===== config.mk =====
export PLATFORM = sky130hd
export DESIGN_NAME = multi_dial_poller
export DESIGN_NICKNAME = d
export VERILOG_FILES = /design/src/rtl/multi_dial_poller.sv
export SDC_FILE = /design/constraint.sdc
export NUM_CORES = 1
export LEC_CHECK = 0
export CAP_MARGIN = 10
export CORE_MARGIN = 3
export CORE_UTILIZATION = 30
export DETAILED_ROUTE_END_ITERATION = 16
export GPL_TIMING_DRIVEN = 1
export PLACE_DENSITY = 0.41
export SLEW_MARGIN = 30
export SYNTH_ARGS = -nofsm -noshare
export SYNTH_HDL_FRONTEND = slang
export SYNTH_SLANG_ARGS = --single-unit

===== constraint.sdc =====
create_clock -name aclk -period 10.85 [get_ports aclk]
set_input_delay 2.7125 -clock aclk [delete_from_list [all_inputs] [get_ports aclk]]
set_output_delay 2.7125 -clock aclk [all_outputs]
set_load 0.03 [all_outputs]

===== src/rtl/multi_dial_poller.sv =====
// Multi-channel rotary encoder poller: per-channel sync, debounce and quadrature decode feeding
// saturating, optionally accelerated accumulators that are snapshotted onto a valid/ready stream.
module multi_dial_poller #(
    parameter int CHANNELS        = 2,
    parameter int CNT_W           = 8,
    parameter int POLL_TICKS      = 16_000_000 / 10,
    parameter int DEBOUNCE_CYCLES = 16_000_000 / 100,
    parameter int ACCEL_THRESH    = 4,
    parameter int ACCEL_SHIFT     = 2,
    parameter int EMIT_ZERO       = 0
) (
    input  logic                      aclk,
    input  logic                      reset,
    input  logic [CHANNELS-1:0]       ck,
    input  logic [CHANNELS-1:0]       dt,
    output logic [CHANNELS*CNT_W-1:0] out_delta,
    output logic                      out_valid,
    input  logic                      out_ready,
    output logic [CHANNELS-1:0]       ovf,
    input  logic                      ovf_clr
);

    localparam int PCW = (POLL_TICKS > 1) ? $clog2(POLL_TICKS) : 1;
    localparam int DBW = $clog2(DEBOUNCE_CYCLES + 1);
    localparam int SCW = $clog2(ACCEL_THRESH + 2);
    localparam int SW  = CNT_W + ACCEL_SHIFT + 2;

    localparam logic [PCW-1:0]       POLL_RELOAD = PCW'(POLL_TICKS - 1);
    localparam logic [DBW-1:0]       DB_FULL     = DBW'(DEBOUNCE_CYCLES);
    localparam logic [SCW-1:0]       STEP_SAT    = SCW'(ACCEL_THRESH);
    localparam logic signed [SW-1:0] ACC_MAX     = SW'((1 << (CNT_W - 1)) - 1);
    localparam logic signed [SW-1:0] ACC_MIN     = -ACC_MAX;
    localparam logic signed [SW-1:0] STEP_ONE    = SW'(1);
    localparam logic signed [SW-1:0] STEP_FAST   = SW'(1 << ACCEL_SHIFT);

    localparam logic [0:0] S_COUNT = 1'b0;
    localparam logic [0:0] S_HOLD  = 1'b1;

    // Pairs are packed {ck, dt}
    logic [1:0]              sync1_q  [CHANNELS];
    logic [1:0]              sync2_q  [CHANNELS];
    logic [1:0]              cand_q   [CHANNELS];
    logic [1:0]              stable_q [CHANNELS];
    logic [1:0]              stable_d [CHANNELS];
    logic [DBW-1:0]          run_q    [CHANNELS];
    logic [DBW-1:0]          run_d    [CHANNELS];
    logic [SCW-1:0]          stepCnt_q[CHANNELS];
    logic [SCW-1:0]          stepCnt_d[CHANNELS];
    logic signed [CNT_W-1:0] acc_q    [CHANNELS];
    logic signed [CNT_W-1:0] acc_d    [CHANNELS];

    logic [CHANNELS*CNT_W-1:0] outDelta_q, outDelta_d;
    logic [CHANNELS-1:0]       ovf_q, ovf_d;
    logic [PCW-1:0]            pollCnt_q, pollCnt_d;
    logic [0:0]                state_q, state_d;

    logic pollTick;
    logic anyNonZero;
    logic snapshot;

    // Synchroniser chain is left unreset so reset can adopt the live encoder position.
    always_ff @(posedge aclk) begin
        for (int i = 0; i < CHANNELS; i++) begin
            sync1_q[i] <= {ck[i], dt[i]};
            sync2_q[i] <= sync1_q[i];
            cand_q[i]  <= sync2_q[i];
        end
    end

    always_comb begin
        pollTick   = (pollCnt_q == '0);
        pollCnt_d  = pollTick ? POLL_RELOAD : pollCnt_q - PCW'(1);
        anyNonZero = 1'b0;
        for (int i = 0; i < CHANNELS; i++) begin
            if (acc_q[i] != '0) begin
                anyNonZero = 1'b1;
            end
        end
        snapshot   = (state_q == S_COUNT) && pollTick && (anyNonZero || (EMIT_ZERO != 0));
        state_d    = state_q;
        outDelta_d = outDelta_q;
        if (snapshot) begin
            state_d = S_HOLD;
            for (int i = 0; i < CHANNELS; i++) begin
                outDelta_d[i*CNT_W +: CNT_W] = acc_q[i];
            end
        end else if ((state_q == S_HOLD) && out_ready) begin
            state_d = S_COUNT;
        end
    end

    // A step landing on a poll tick belongs to the window that starts there.
    always_comb begin
        logic signed [SW-1:0] accBase;
        logic signed [SW-1:0] stepMag;
        logic signed [SW-1:0] sum;
        logic [SCW-1:0]       cntBase;
        logic                 accept;
        logic                 stepEv;
        accBase = '0;
        stepMag = STEP_ONE;
        sum     = '0;
        cntBase = '0;
        accept  = 1'b0;
        stepEv  = 1'b0;
        for (int i = 0; i < CHANNELS; i++) begin
            if (sync2_q[i] != cand_q[i]) begin
                run_d[i] = DBW'(1);
            end else if (run_q[i] == DB_FULL) begin
                run_d[i] = run_q[i];
            end else begin
                run_d[i] = run_q[i] + DBW'(1);
            end
            accept      = (run_d[i] == DB_FULL) && (sync2_q[i] != stable_q[i]);
            stable_d[i] = accept ? sync2_q[i] : stable_q[i];
            stepEv      = accept && !stable_q[i][1] && sync2_q[i][1];

            cntBase = pollTick ? '0 : stepCnt_q[i];
            stepMag = ((ACCEL_THRESH != 0) && (cntBase >= STEP_SAT)) ? STEP_FAST : STEP_ONE;
            accBase = snapshot ? '0 : SW'(acc_q[i]);
            sum     = sync2_q[i][0] ? (accBase - stepMag) : (accBase + stepMag);

            acc_d[i]     = accBase[CNT_W-1:0];
            stepCnt_d[i] = cntBase;
            ovf_d[i]     = ovf_clr ? 1'b0 : ovf_q[i];
            if (stepEv) begin
                stepCnt_d[i] = (cntBase == STEP_SAT) ? cntBase : cntBase + SCW'(1);
                if (sum > ACC_MAX) begin
                    acc_d[i] = ACC_MAX[CNT_W-1:0];
                    ovf_d[i] = 1'b1;
                end else if (sum < ACC_MIN) begin
                    acc_d[i] = ACC_MIN[CNT_W-1:0];
                    ovf_d[i] = 1'b1;
                end else begin
                    acc_d[i] = sum[CNT_W-1:0];
                end
            end
        end
    end

    always_ff @(posedge aclk) begin
        if (reset) begin
            pollCnt_q  <= POLL_RELOAD;
            state_q    <= S_COUNT;
            outDelta_q <= '0;
            ovf_q      <= '0;
            for (int i = 0; i < CHANNELS; i++) begin
                stable_q[i]  <= sync2_q[i];
                run_q[i]     <= DB_FULL;
                stepCnt_q[i] <= '0;
                acc_q[i]     <= '0;
            end
        end else begin
            pollCnt_q  <= pollCnt_d;
            state_q    <= state_d;
            outDelta_q <= outDelta_d;
            ovf_q      <= ovf_d;
            for (int i = 0; i < CHANNELS; i++) begin
                stable_q[i]  <= stable_d[i];
                run_q[i]     <= run_d[i];
                stepCnt_q[i] <= stepCnt_d[i];
                acc_q[i]     <= acc_d[i];
            end
        end
    end

    assign out_delta = outDelta_q;
    assign out_valid = (state_q == S_HOLD);
    assign ovf       = ovf_q;

endmodule

# Word-level counts from Yosys, hierarchy flattened
# Memory sizes are Yosys's and may differ from the RTL's.
# Index checks and enable logic that the tools add are counted.
[totals]
reg_bits = 40
latchBits = 0
ramBits = 74
rom_bits = 0
in_bits = 8
output_inout_bits = 19
elab_cells = 108
memories = 7
[classes]
add_sub_neg = 9
n_mul = 0
div_mod_pow = 0
order_cmp = 6
n_eq_ne = 10
shifts = 0
muxes = 47
bitwise = 9
n_reduce_logical = 16
[memory_table]
columns = ["name", "depth", "word_bits", "read_ports", "rd_ports_with_merged_regs", "write_ports", "line_no", "text"]
rows = [
  ["run_q", 2, 18, 2, 0, 2, "45", "logic [DBW-1:0] run_q [CHANNELS];"],
  ["acc_q", 2, 8, 2, 0, 2, "49", "logic signed [CNT_W-1:0] acc_q [CHANNELS];"],
  ["stepCnt_q", 2, 3, 2, 0, 2, "47", "logic [SCW-1:0] stepCnt_q[CHANNELS];"],
  ["cand_q", 2, 2, 2, 0, 2, "42", "logic [1:0] cand_q [CHANNELS];"],
  ["stable_q", 2, 2, 2, 0, 2, "43", "logic [1:0] stable_q [CHANNELS];"],
  ["sync1_q", 2, 2, 2, 0, 2, "40", "logic [1:0] sync1_q [CHANNELS];"],
  ["+1 memories", "n/a", "n/a", "n/a", "n/a", "n/a", "n/a", ""],
]
[op_table]
columns = ["operator", "n"]
rows = [
  ["$mux W18", 6],
  ["$eq A18 B18 Y1 const B", 4],
  ["$mux W8", 8],
  ["$mux W12", 4],
  ["$add A18 B1 Y18 const B", 2],
  ["$mux W3", 10],
  ["$add A12 B4 Y12", 2],
  ["$gt A12 B8 Y1 const B", 2],
  ["$lt A12 B8 Y1 const B", 2],
  ["$sub A12 B4 Y12", 2],
  ["$logic_not A21 Y1", 1],
  ["$sub A21 B1 Y21 const B", 1],
  ["$reduce_bool A8 Y1", 2],
  ["$mux W1", 15],
  ["$logic_and A1 B1 Y1", 9],
  ["$mux W2", 4],
  ["$ne A2 B2 Y1", 4],
  ["$or A1 B1 Y1", 8],
  ["$add A3 B1 Y3 const B", 2],
  ["$eq A3 B3 Y1 const B", 2],
  ["$ge A3 B3 Y1 const B", 2],
  ["$logic_not A1 Y1", 2],
  ["$reduce_bool A2 Y1", 1],
  ["$reduce_or A2 Y1", 1],
  ["$not A1 Y1", 1],
]

# Depth between registers and ports, before layout
# Gate-level depths: netlist of the first run.
[logic_depth]
word_depth = 12
depth_mapped = 19
ltp_nobuf = 17

# Worst setup path after synthesis of the first run
# No wires, ideal clock.
[synth_timing]
path_kind = "register -> register"
start = "reg pollCnt_q[13]"
end = "mem acc_q[0][2]"
setup_ns = 0.127
t_arrival_ns = 4.389
required_time_ns = 10.723
setup_slack_ns = 6.334
stages_incl_launch_ff = 20
n_path_buf = 2
period_less_slack_ns = 4.516
path_cell_list = "dfxtp_1 or4_4 nor4_2 nand2b_1 nor3_2 nand4_1 clkbuf_1 clkbuf_1 nand2_1 ha_1 inv_1 fa_1 a211oi_1 nor2_1 o22a_1 or3_1 o32a_1 nand2_1 nor4b_1 or3_1"
[synth_rtl]
columns = ["item", "line_no", "text"]
rows = [
  ["start: declaration", "54", "logic [PCW-1:0] pollCnt_q, pollCnt_d;"],
  ["start signal: assignment", "154", "pollCnt_q <= pollCnt_d;"],
  ["end: declaration", "49", ""],
]

==> impl_metrics.yaml, run 1 <==
clock_tree:
  cts_root_buffer: "clkbuf_16"
  clock_latency_ns: 0.41
  cts_htree_levels: 4
  cts-buffers-inserted: 17
  clk_pin_slew_worst_paths_ns: 0.06
  ctsResizeCount: 0
  cts_hold_buf: 0
  clock_path_buffers: 2
  cts_setup_buffers: 0
  cts_tree: "done"
  cts_num_sinks: 114
critical_path:
  cp_data_required_time_ns: 11.17
  path_class: "register to register"
  r2r_start: "pollCnt_q[13]"
  cp-start-kind: "register"
  crit_fanout: 7
  arrival_ns: 5.31
  end_kind: "register"
  startpoint: "pollCnt_q[13]"
synthesis:
  synth_area_per_cell_um2: 8.61
  synth-compound-area-share_pct: 12.1
  ys_top_cells_by_count: "dfxtp_1 (110), nor2_1 (89), nand2_1 (56), xnor2_1 (45), nand3_1 (33)"
  muxShareOfSynthArea_pct: 3.75
  synth_top_area_share_pct: 34.4
  synth_adder_area_share_pct: 5.71
  synth_warnings: 0
  ys_types: 72
  async_flop_share_pct: 0
  synth_top_family_by_area: "simple AND/OR/NAND/NOR gates"
  synth_area_leader_cell: "dfxtp_1"
  synth-xor-area-share_pct: 9.03
  ys_ff_latch: 114
  synth_edf_count: 4
  synth-simple-area-share_pct: 29.9
  synthesis.nets: 779
  yosys_most_used_dff: "dfxtp_1"
  yosysMostFrequentCell: "dfxtp_1"
  synth.area.top_cells: "dfxtp_1 (34%), xnor2_1 (6.2%), nor2_1 (5.2%), ha_1 (5.1%), mux2i_1 (3.8%)"
  ys_seq_area_share_pct: 36.3
  synthesis.area_mm2: 0.00640
  netlist_instances: 743
timing:
  tightest_slew_ns: 0.838
  setup_tns_ns: 0
  fin_skew_ns: 0.0106
  slew_headroom_pct: 43.9
  fin_crit_sh_pct: 46.0
  maxSlewViolCount: 0
  clock.fmax_mhz: 200
  finalHoldViolations: 0
  layout_setup_ws_ns: 5.86
  finalSetupViolCount: 0
  rsz0062_at_grt: "false"
  finalCriticalPeriod_ns: 4.99
placement:
  routabilityCongestion: 0.807
  place_ws_ns: 5.89
  port_buffers: 26
  place_hpwl_um: 10700
  placed_cell_area_mm2: 0.00689
  dp.cells: 1014
floorplanning:
  core_mm2: 0.0206
  chipWidth_um: 152
  die-area_mm2: 0.0231
  die_h_um: 152
  rows: 52
  io_pins: 27
  start_util_pct: 31.0
cells_and_area:
  finalNetCount: 799
  diodes: 0
  drive_above_1_share_pct: 7.99
  fill_cells: 2104
  areaGrowthSynthToFinish_pct: 17.2
  final_cells: 1046
  fin_area_mm2: 0.00750
flow_run:
  drv_cap: 0
detailed_routing:
  first_pass_iters: 5
  antenna_left: 0
  drt-vias-per-instance: 4.93
  wl_um: 15000
  drtIter0Drc: 225
  vias: 5161
  drc: 0
  wire_per_inst_um: 14.3
grt:
  grt_use_met3_pct: 3.01
  grt_pass1_vias: 5061
  gr-total-overflow: 0
  grt.busiest_layer: "met2"
  grt_max_degree: 61
  track_usage_pct: 13.1
  met1_usage_pct: 17.8
  antenna_found_initial: 0
  grt_pass1_wl_um: 25300
  met2_usage_pct: 21.0
status:
  status: "finished, final reports clean"
pwr:
  power_leakage_nw: 2.83
  p_total_mw: 1.07
  pwr_density_cell_mw_per_mm2: 143
  irDropWorstVdd_v: 0.0000865
worst_hold_path:
  hold_class: "register to register"
  hp-start: "sync1_q[0][3]"
==> routing by layer <==
| metal | up-vias | wire length [µm] |
|---|---|---|
| met2 | 56 | 6710 |
| li1 | 2696 | - |
| met5 | - | 0 |
| met3 | 8 | 372 |
| met1 | 2401 | 7760 |
| met4 | 0 | 146 |
==> critical path, stage by stage (launching register included) <==
cell and delay (ns):
dfxtp_1 0.32, or4_4 0.57, nor4_2 0.21, nand2b_1 0.15, nor3_2 0.31, nand3_1 0.34, nand2_1 0.28, ha_1 0.21
inv_1 0.06, fa_1 0.40, a211o_1 0.37, a211oi_1 0.30, nor2_1 0.12, o311ai_0 0.54, nand3b_1 0.26, a21oi_1 0.18
o21ai_0 0.10, o21ai_0 0.18
==> per-stage QoR <==
stage / hold slack, ns / utilization, %
2_1_floorplan: 0.310 / -
3_3_place_gp: 0.311 / 33.4
3_5_place_dp: 0.313 / 33.4
4_1_cts: 0.327 / 36.4
5_1_grt: 0.336 / 36.4
6_report: 0.324 / 36.4
==> state kept, by name (all words and copies together), names as in the netlist, 2 cells and up <==
register	count
stepCnt_q	6
pollCnt_q	21
run_q	36
cand_q	4
stable_q	4
acc_q	16
ovf	2
sync1_q	4
sync2_q	4
out_delta	16
==> power breakdown <==
part           switching (mW)  internal (mW)
clock network           0.193          0.378
logic                  0.0339         0.0253
registers             0.00976          0.430
total                   0.237          0.833
==> placed cells by master, fill, tap and decap left out, types with 10 or more instances in the layout <==
cell,instances
a21oi_1,23
dfxtp_1,110
nand2b_1,20
nand3_1,33
nor4_1,16
nand4_1,10
nand2_1,56
inv_1,23
xor2_1,21
mux2i_1,24
nor2_1,89
or3_1,12
clkdlybuf4s50_1,25
and2_1,18
xnor2_1,45
clkbuf_16,17
nor3_1,24
o21ai_0,23
ha_1,26
==> path summary, 6_finish.rpt <==
kind / to / slack, ns / cells after the start
setup / recovery: acc_q[0][13] / 5.86 / 17
hold / removal: sync2_q[0][3] / 0.32 / 0
setup reg to reg: acc_q[0][13] / 5.86 / 17
hold reg to reg: sync2_q[0][3] / 0.32 / 0
==> final cells by class <==
class                      instances  area (µm²)  share of cell area [%]
clock buffer                      22         474                    6.32
clock inverter                    10         134                    1.78
inverter                          23        86.3                    1.15
multi-input combinational        579        3880                    51.7
sequential                       114        2320                    31.0
tap                              270         338                    4.50
timing repair buffer              28         270                    3.60
==> kinds of logic (layout without fill, tap and decap cells) <==
kind of cell	Yosys count	in the layout
compound gates	112	112
buf+inv	50	83
flops	114	114
fa+ha+maj	28	28
xor+xnor	66	66
simple gates	349	349
mux	24	24
Note: power is estimated with default switching activity, not from simulation.
==> run 2: changes to the inputs <==
Settings changed: PLACE_DENSITY 0.41 to 0.43.
Clock period 10.85 ns to 4.5 ns, I/O delays scaled along.
==> run 2 against run 1 <==
Compared with the run above: highest routed layer unchanged; largest power group unchanged; critical path depth increased by 3; die area stayed put; global-route usage rose by 0.35 points; core utilization grew 2.4 points; flip-flop and latch count unchanged; fmax up 13%; first-iteration DRC count decreased by 13%; via count increased by 4.5%.
==> impl_metrics.yaml, run 2 (synthesis gave the netlist of run 1 again) <==
status:
  status: "finished, final reports clean"
clock_tree:
  clock_path_buffers: 2
  cts_tree: "done"
  cts_num_sinks: 114
  cts_root_buffer: "clkbuf_16"
  clk_pin_slew_worst_paths_ns: 0.05
  cts_htree_levels: 4
  cts_hold_buf: 0
  cts-buffers-inserted: 17
  clock_latency_ns: 0.42
timing:
  rsz0062_at_grt: "true"
  finalHoldViolations: 0
  finalCriticalPeriod_ns: 4.40
  clock.fmax_mhz: 227
  finalSetupViolCount: 0
  setup_tns_ns: 0
  slew_headroom_pct: 53.7
  fin_crit_sh_pct: 97.8
  tightest_slew_ns: 0.692
  fin_skew_ns: 0.0128
  hold_ws_ns: 0.325
  maxSlewViolCount: 0
cells_and_area:
  fill_cells: 2077
  finalNetCount: 827
  layout_common_cells: "dfxtp_1 (109), nor2_1 (88), nand2_1 (52), xnor2_1 (45), nand3_1 (32)"
  regMostFlops: "run_q"
  final_cells: 1074
  final_common_cell: "dfxtp_1"
  postLayoutCoreUtil_pct: 38.7
  drive_above_1_share_pct: 14.4
  diodes: 0
  largest_reg_flops: 36
  reg_top3: "run_q (36), pollCnt_q (21)"
  areaGrowthSynthToFinish_pct: 24.8
pwr:
  irDropWorstVdd_v: 0.000197
  pwr_density_cell_mw_per_mm2: 348
  power_leakage_nw: 3.02
placement:
  dp.cells: 1026
  routabilityCongestion: 0.839
  port_buffers: 26
  place_hpwl_um: 11000
grt:
  gr-total-overflow: 0
  track_usage_pct: 13.4
  grt_pass1_vias: 5269
  grt_max_degree: 33
  antenna_found_initial: 0
  grt_pass1_wl_um: 25800
critical_path:
  slowest_delay_ns: 0.55
  critical_path.top_delay_family: "simple AND/OR/NAND/NOR gates"
  path_class: "register to register"
  crit_buf_inv: 4
  crit_fanout: 5
  arrival_ns: 4.69
  cp-start-kind: "register"
  cp_data_required_time_ns: 4.79
  cpMaxStageDelayCell: "or4_4"
  end_kind: "register"
  crit_chain: "or4_4, nor4_4, nand2b_1, nor3_4, nand4_1, buf_6, buf_6, nand2_4, ha_4, inv_2, fa_2, a211oi_2, buf_4, o21ai_0, o21ai_1, nand4_1, o31a_1, nand2_2, nor4b_2, or3_1"
detailed_routing:
  drc: 0
  drt-vias-per-instance: 5.02
  vias: 5391
  drtIter0Drc: 196
  first_pass_iters: 4
  wl_um: 15800
  wire_per_inst_um: 14.7
  antenna_left: 0
floorplanning:
  rows: 52
  die_h_um: 152
  die-area_mm2: 0.0231
  io_pins: 27
  core_mm2: 0.0206
  start_util_pct: 31.0
  chipWidth_um: 152
worst_hold_path:
  hold_class: "register to register"
flow_run:
  drv_cap: 0
[run 2: cell count changes in the layout (fill, tap and decap cells not counted), sizes merged]
cell      delta
clkinvlp     -1
buf         +28
clkbuf       +2
bufinv       +2
clkinv       -3
[run 2: cell type report]
class	count	area [µm²]	area share, %
clock inverters	8	168	2.10
clock buffers	24	523	6.55
flip-flops and latches	114	2320	29.1
multi-input cells	579	4050	50.7
inverters	23	86.3	1.08
well taps	270	338	4.23
repair buffers	56	499	6.25
[run 2: worst paths after layout]
check,from,to,slack [ns],depth (start not counted)
hold / removal,sync1_q[0][2],sync2_q[0][2],0.32,0
setup reg to reg,pollCnt_q[13],acc_q[0][1],0.10,20
setup / recovery,pollCnt_q[13],acc_q[0][1],0.10,20
hold reg to reg,sync1_q[0][2],sync2_q[0][2],0.32,0
[run 2: per-stage QoR]
stage	power (mW)	cell area, µm²	setup WS, ns
6_report	2.78	7990	0.101
5_1_grt	2.88	7990	-0.0676
4_1_cts	2.82	7730	0.0169
3_5_place_dp	1.23	6980	-0.212
3_3_place_gp	1.23	6980	-0.111
2_1_floorplan	1.18	6400	0.0377
[run 2: timing repair]
item	in CTS	in global routing
setup endpoints to repair	15	16
pin swaps	2	25
resized for setup	7	39
endpoints found under the hold margin	0	0
buffers inserted	5	11
[run 2: power by group]
group | switching [mW] | internal [mW] | leakage, nW
sequential | 0.0244 | 1.04 | 0.935
clock | 0.481 | 1.09 | 0.338
combinational | 0.0845 | 0.0672 | 1.75
[run 2: metal layers]
| metal | wire [µm] | up-vias | GRT usage, % | part of all wire, % |
|---|---|---|---|---|
| met4 | 205 | 0 | 5.22 | 1.3 |
| met3 | 442 | 14 | 2.67 | 2.8 |
| li1 | - | 2757 | - | - |
| met5 | 0 | - | 0 | 0 |
| met1 | 7880 | 2555 | 18.1 | 50 |
| met2 | 7280 | 65 | 21.3 | 46 |
==> run 3: changes to the inputs <==
Settings changed: CORE_UTILIZATION 30 to 40, PLACE_DENSITY 0.43 to 0.55.
==> run 3 against run 2 <==
Compared with the run above: clock power fell by 22%; first-iteration DRC count rose by 62%; die area fell by 24%; design area fell by 3.2%; flip-flop and latch count did not move; cell count fell by 5.5%; via count rose by 1.4%; clock-buffer cell count fell by 5; highest routed layer unchanged.
==> impl_metrics.yaml, run 3 (synthesis gave the netlist of run 1 again) <==
status:
  status: "finished, final reports clean"
timing:
  tightest_slew_ns: 0.747
  finalCriticalPeriod_ns: 4.46
  hold_ws_ns: 0.324
  layout_setup_ws_ns: 0.0400
  finalHoldViolations: 0
  finalSetupViolCount: 0
  clock.fmax_mhz: 224
  maxSlewViolCount: 0
  slew_headroom_pct: 50.1
  fin_crit_sh_pct: 99.1
  rsz0062_at_grt: "true"
  fin_skew_ns: 0.00627
pwr:
  intPower_mw: 1.85
  pwr_density_cell_mw_per_mm2: 314
  clkPwrFrac_pct: 50.2
  switching_power_uw: 581
  seq_power_share_pct: 43.7
  irDropWorstVdd_v: 0.000274
  pwr-share-comb_pct: 6.1
  sw_frac_of_total_pct: 23.9
  power_leakage_nw: 2.93
cells_and_area:
  reg_top3: "run_q (36), pollCnt_q (21)"
  drive_above_1_share_pct: 13.7
  finalNetCount: 827
  regMostFlops: "run_q"
  areaGrowthSynthToFinish_pct: 20.9
  final_common_cell: "dfxtp_1"
  layout_common_cells: "dfxtp_1 (109), nor2_1 (88), nand2_1 (52), xnor2_1 (45), nand3_1 (32)"
  final_cells: 1015
  diodes: 0
  largest_reg_flops: 36
clock_tree:
  cts_hold_buf: 0
  cts-buffers-inserted: 17
  cts_htree_levels: 4
  cts_root_buffer: "clkbuf_16"
  clock_path_buffers: 2
  cts_tree: "done"
  clock_latency_ns: 0.41
  clk_pin_slew_worst_paths_ns: 0.05
  cts_num_sinks: 114
floorplanning:
  die-area_mm2: 0.0175
  chipWidth_um: 132
  core_mm2: 0.0154
  start_util_pct: 41.5
  io_pins: 27
  die_h_um: 132
  rows: 45
critical_path:
  r2r_start: "pollCnt_q[12]"
  path_class: "register to register"
  cp-start-kind: "register"
  end_kind: "register"
  arrival_ns: 4.75
  r2r_cells: 17
  r2r_setup_slack_ns: 0.04
  r2r-end: "acc_q[0][2]"
  cp_data_required_time_ns: 4.79
  crit_fanout: 16
grt:
  grt_pass1_vias: 5038
  grt_pass1_wl_um: 24200
  track_usage_pct: 16.7
  antenna_found_initial: 0
  grt_max_degree: 37
  gr-total-overflow: 0
detailed_routing:
  vias: 5464
  drc: 0
  wl_um: 15200
  antenna_left: 0
  first_pass_iters: 5
  wire_per_inst_um: 14.9
  drt-vias-per-instance: 5.38
  drtIter0Drc: 317
worst_hold_path:
  min_path_cells: 0
  hp-start: "sync1_q[0][2]"
  hold_class: "register to register"
  hold_end: "sync2_q[0][2]"
placement:
  port_buffers: 26
  place_hpwl_um: 10300
  place_ws_ns: -0.201
  routabilityCongestion: 0.862
  dp.cells: 964
flow_run:
  drv_cap: 0
==> run 3: cell count changes in the layout (fill, tap and decap cells not counted), moves of 2 or more <==
| cell | previous run | this run |
|---|---|---|
| clkbuf_8 | 5 | 0 |
| clkinv_2 | 2 | 7 |
| bufinv_16 | 5 | 1 |
| a211oi_1 | 3 | 5 |
| a211oi_2 | 4 | 2 |
| clkinv_1 | 0 | 2 |
| clkinvlp_4 | 1 | 3 |
==> run 3: layer usage <==
metal / track usage, % / routed length, µm / vias to the layer above
met3: 3.95 / 456 / 13
met4: 5.43 / 142 / 0
li1: - / - / 2755
met5: 0 / 0 / -
met2: 25.7 / 7010 / 83
met1: 23.2 / 7550 / 2613
==> run 3: power by group through the flow <==
stage	combinational, mW	clock [mW]	sequential (mW)
after floorplan	0.111	0	1.07
after global placement	0.139	0	1.08
after detailed placement	0.141	0	1.08
after CTS	0.142	1.24	1.06
after global routing	0.165	1.30	1.06
final	0.149	1.22	1.06
==> run 3: stage by stage <==
step                setup TNS, ns  cell area (µm²)  power, mW  util, %
global route                -1.39             7730       2.52     50.1
global placement           -0.112             6880       1.22     44.6
detailed placement          -1.81             6890       1.22     44.6
CTS                      -0.00336             7430       2.45     48.2
finish                          0             7730       2.43     50.1
floorplan                       0             6400       1.18        -
==> run 3: what timing repair did <==
action                                  CTS  global route
gates cloned                              0             1
endpoints found under the setup margin   14            16
pin swaps                                 1            20
setup buffers                             0            18
gates resized for setup                   5            38
==> run 3: how the worst max path moves through the flow <==
| stage | startpoint | endpoint | slack [ns] | depth (start not counted) |
|---|---|---|---|---|
| after global placement | pollCnt_q[13] | acc_q[0][8] | -0.05 | 17 |
| after global routing | pollCnt_q[12] | acc_q[0][13] | -0.16 | 17 |
| after detailed placement | pollCnt_q[13] | acc_q[0][10] | -0.20 | 17 |
| after CTS | pollCnt_q[12] | acc_q[0][2] | -0.003 | 17 |
| final | pollCnt_q[12] | acc_q[0][2] | 0.04 | 17 |
| after floorplan | pollCnt_q[13] | acc_q[0][2] | 0.04 | 19 |
==> run 3: area by class of cell <==
class	instances	area [µm²]
clock buffers	19	433
clock inverters	13	95.1
well taps	211	264
multi-input cells	579	4040
flip-flops and latches	114	2320
fillers	1470	7690
inverters	23	86.3
repair buffers	56	489
==> run 3: critical path, stage by stage (launching register included) <==
cell      delay [ns]
dfxtp_2         0.33
or4_4           0.57
nor4_4          0.33
nand2b_1        0.17
nor3_4          0.27
nand4_1         0.18
buf_6           0.22
buf_6           0.16
and2_1          0.16
ha_1            0.33
o21ai_1         0.11
a21o_1          0.19
a211oi_1        0.30
nand4_1         0.19
o31a_1          0.31
nand2_2         0.13
nor4b_1         0.06
or3_1           0.31
